--- src/rtl/div3_pkg.sv ---
// div3_pkg: shared types and constants for the divide-by-three stream controller
package div3_pkg;
  typedef enum logic [1:0] {IDLE, RUN, DONE} state_t;
  typedef logic [1:0] rem_t;
  localparam int HIT_COUNT_W = 16;
endpackage

--- src/rtl/div3_nibble_stage.sv ---
// div3_nibble_stage: folds one nibble into a running mod-3 remainder (16 mod 3 == 1)
module div3_nibble_stage
  import div3_pkg::*;
(
  input  rem_t       rem_in,
  input  logic [3:0] nib,
  output rem_t       rem_out
);
  logic [4:0] sum;
  always_comb begin
    sum = {3'b000, rem_in} + {1'b0, nib};
    rem_out = 2'(sum % 5'd3);
  end
endmodule

--- src/rtl/div3_stream_ctrl.sv ---
// div3_stream_ctrl: streams an operand MSB nibble first to decide divisibility by three
// Optional saturating hit_count output enabled by DIV3_HIT_COUNT_EN.
module div3_stream_ctrl
  import div3_pkg::*;
#(
  parameter int WIDTH = 16
) (
  input  logic             clk,
  input  logic             rst,
  input  logic             start,
  input  logic [WIDTH-1:0] operand,
  output logic             ready,
  output logic             busy,
  output logic             done,
  output logic             divisible,
  output logic [1:0]       remainder
`ifdef DIV3_HIT_COUNT_EN
  ,
  output logic [HIT_COUNT_W-1:0] hit_count
`endif
);
  localparam int NIB = WIDTH / 4;
  localparam int CW = (NIB > 1) ? $clog2(NIB) : 1;
  state_t state, state_nxt;
  logic [WIDTH-1:0] sh;
  logic [CW-1:0] cnt;
  rem_t rem, rem_nxt;
  logic accept, last;
  div3_nibble_stage u_stage (
    .rem_in (rem),
    .nib    (sh[WIDTH-1 -: 4]),
    .rem_out(rem_nxt)
  );
  always_comb begin
    accept = ready & start;
    last = (state == RUN) && (cnt == CW'(NIB - 1));
    state_nxt = (state == RUN) ? (last ? DONE : RUN) : (accept ? RUN : IDLE);
  end
  always_ff @(posedge clk) begin
    if (rst) begin
      state <= IDLE;
      sh <= '0;
      cnt <= '0;
      rem <= '0;
      ready <= 1'b1;
      busy <= 1'b0;
      done <= 1'b0;
      divisible <= 1'b0;
      remainder <= '0;
    end else begin
      state <= state_nxt;
      ready <= state_nxt != RUN;
      busy <= state_nxt == RUN;
      done <= state_nxt == DONE;
      if (accept) begin
        sh <= operand;
        rem <= '0;
        cnt <= '0;
      end else if (state == RUN) begin
        sh <= sh << 4;
        rem <= rem_nxt;
        cnt <= cnt + CW'(1);
      end
      if (last) begin
        remainder <= rem_nxt;
        divisible <= rem_nxt == 2'd0;
      end
    end
  end
`ifdef DIV3_HIT_COUNT_EN
  always_ff @(posedge clk) begin
    if (rst) hit_count <= '0;
    else if (done && divisible && hit_count != '1) hit_count <= hit_count + 1'b1;
  end
`endif
endmodule
--- config.mk ---
export PLATFORM = sky130hd
export DESIGN_NAME = div3_stream_ctrl
export DESIGN_NICKNAME = d
export VERILOG_FILES = /design/src/rtl/div3_pkg.sv /design/src/rtl/div3_nibble_stage.sv /design/src/rtl/div3_stream_ctrl.sv
export SDC_FILE = /design/constraint.sdc
export NUM_CORES = 1
export LEC_CHECK = 0
export CAP_MARGIN = 30
export CORE_MARGIN = 2
export CORE_UTILIZATION = 51
export DETAILED_ROUTE_END_ITERATION = 10
export PLACE_DENSITY = 0.76
export SYNTH_ARGS = -nofsm -noshare
export SYNTH_HDL_FRONTEND = slang
export SYNTH_SLANG_ARGS = --single-unit
--- constraint.sdc ---
create_clock -name clk -period 3 [get_ports clk]
set_input_delay 0.45 -clock clk [delete_from_list [all_inputs] [get_ports clk]]
set_output_delay 0.45 -clock clk [all_outputs]
set_load 0.05 [all_outputs]
==> reports/metrics.yaml <==
synth_xor_area_share_pct: 1.29
grt_use_met1_pct: 22.8
cts_buffer_depth: 2
grt_busiest_layer: "met2"
multi_input_area_sq_um: 788
synth_edf_count: 0
drc: 0
die_width_um: 55.7
fin_cells: 211
cp_cell_sequence: "ha_1 > fa_2 > mux2_4 > a211oi_2 > a21oi_1 > ha_2 > nand2b_1 > nor4_4 > nor3b_1 > o32ai_1"
path_class: "register to register"
clock_latency_ns: 0.31
area_growth_pct: 22.9
die_area_sq_mm: 0.00310
yosys.area.top_type: "dfxtp_1"
dr.pass1.iters: 4
hpwlAfterDp_mm: 2.04
drt-total-wl_mm: 2.81
setup_ws_ns: 0.145
end_kind: "register"
p_leak_uw: 0.000607
vias_per_cell: 5.71
syn_nets: 185
synthDistinctLibCells: 36
cts_made_buffers: 3
grt.total_usage_pct: 17.7
antenna_found_initial: 0
worst_pin_slew_ns: 0.739
cts_root_buffer: "clkbuf_4"
antenna_left: 0
place_ws_ns: 0.0503
tritoncts: "yes"
synth_top_family_by_area: "simple AND/OR/NAND/NOR gates"
design_area_sq_mm: 0.00167
setup_viol: 0
grt_pass1_vias: 1082
arrival_ns: 3.09
status: "finished clean"
ys.flop_type: "dfxtp_1"
synth_compound_area_share_pct: 20.6
timing.fmax_mhz: 350
layout_commonest_cell: "nand2_1"
ys_seq_elements: 27
die_y_um: 55.7
maxSlewViolCount: 0
hold_class: "register to register"
final_cell_mix: "nand2_1, dfxtp_1, clkdlybuf4s50_1, nor2_1, a311oi_1"
rsz0062_at_grt: "yes"
synthMuxAreaShare_pct: 2.75
fin_tns_setup_ns: 0
gr-usage-met3_pct: 2.09
num_rows: 18
io_buffers: 24
cts_sinks: 27
grt_pass1_wl_mm: 4.50
cp-start-kind: "register"
avgSynthCellArea_sq_um: 8.52
min_period_ns: 2.86
vias: 1204
grt_max_degree: 26
ioPinCount: 25
ys_seq_area_share_pct: 39.7
use_met2_pct: 30.8
hold_viol: 0
placed_cells: 206
synthArstFlopShare_pct: 0
cp_num_buf_inv: 0
synth-simple-area-share_pct: 25.2
synth_area_sq_mm: 0.00136
diodes: 0
regArea_sq_um: 541
max_cap_violations: 0
fin_worst_skew_ns: 0.00279
cpMaxStageDelayCell: "nor4_4"
drive_above_1_share_pct: 11.6
crit_family: "adder cells"
synth_fa_ha_area_share_pct: 6.06
p_per_area_mw_per_mm2: 466
place_area_sq_mm: 0.00161
worstPathRequired_ns: 3.23
synth_area_leaders: "dfxtp_1, nand2_1, a311oi_1"
clk_pin_slew_ns: 0.14
synth_warnings: 0
fin_nets: 207
yosysTopAreaCellShare_pct: 39.7
ir_worst_vdd_mv: 0.311
gp_congestion: 0.794
grt_overflow: 0
cpPeakStageDelay_ns: 0.40
synthCells: 160
slew_headroom_pct: 50.6
wl_per_cell_um: 13.3
htreeDepth: 1
fillers: 221
drtIter0Drc: 30
start_util_pct: 54.5
worstPathMaxFanout: 5
timing.final.crit_share_pct: 95.2
core_sq_mm: 0.00250
==> routing by layer <==
metal  vias up  share of wire [%]  routed length, um
li1        617                  -                  -
met1       560                 48               1350
met2        23                 47               1330
met3         4                3.5                 97
met4         0                1.1                 30
met5         -                  0                  0
==> cell families after synthesis <==
logic type | after synthesis
compound gates | 35
xor+xnor | 2
fa+ha+maj | 6
buf+inv | 14
flops | 27
mux | 3
simple gates | 73
==> per-stage QoR <==
step / hold WS [ns] / total power, uW / util (%)
global route: 0.508 / 823 / 67.0
finish: 0.483 / 780 / 67.0
floorplan: 0.440 / 559 / -
CTS: 0.483 / 773 / 65.6
global placement: 0.447 / 611 / 64.5
detailed placement: 0.464 / 619 / 64.5
==> repair_timing <==
item | 4_1_cts | 5_1_grt
setup endpoints to repair | 0 | 3
setup buffers | 0 | 1
resized for setup | 0 | 7
hold buffers | 0 | 0
==> path summary, 6_finish.rpt <==
check / startpoint / endpoint / slack, ns / depth (start not counted)
setup / recovery: sh[12]$_SDFFE_PP0P_ / rem[0]$_SDFFE_PP0N_ / 0.14 / 10
hold / removal: cnt[1]$_SDFFE_PP0N_ / cnt[1]$_SDFFE_PP0N_ / 0.48 / 2
setup reg to reg: sh[12]$_SDFFE_PP0P_ / rem[0]$_SDFFE_PP0N_ / 0.14 / 10
hold reg to reg: cnt[1]$_SDFFE_PP0N_ / cnt[1]$_SDFFE_PP0N_ / 0.48 / 2
==> layout make-up <==
class                           count  share of cell area (%)
Sequential cell                    27                    32.3
Multi-Input combinational cell    119                    47.1
Clock buffer                        4                    1.57
Inverter                            3                   0.673
Tap cell                           30                    2.24
Timing Repair Buffer               28                    16.1
==> synth_stat cells (3+ instances only) <==
| cell | instances |
|---|---|
| clkbuf_1 | 9 |
| a21oi_1 | 3 |
| inv_1 | 3 |
| a311oi_1 | 12 |
| nand2b_1 | 4 |
| nor2_1 | 22 |
| nand3b_1 | 3 |
| nand2_1 | 35 |
| o21ai_0 | 3 |
| a22oi_1 | 4 |
| dfxtp_1 | 27 |
| ha_1 | 5 |
==> flip-flops by register name, indices dropped and copies added, names as in the netlist <==
signal	flops
divisible	1
rem	2
done	1
state	2
sh	16
ready	1
cnt	2
remainder	2
==> tightest hold or removal path: stages (launching register included) <==
cell	delay, ns
dfxtp_1	0.35
nand2_1	0.06
a21oi_1	0.05
==> where the power goes <==
| group | switching [uW] | total (uW) | internal (uW) |
|---|---|---|---|
| Clock | 103 | 155 | 51.9 |
| Combinational | 122 | 221 | 99.2 |
| Sequential | 19.2 | 403 | 384 |
| Total | 244 | 780 | 535 |
Power figures use the tool's default switching activity.
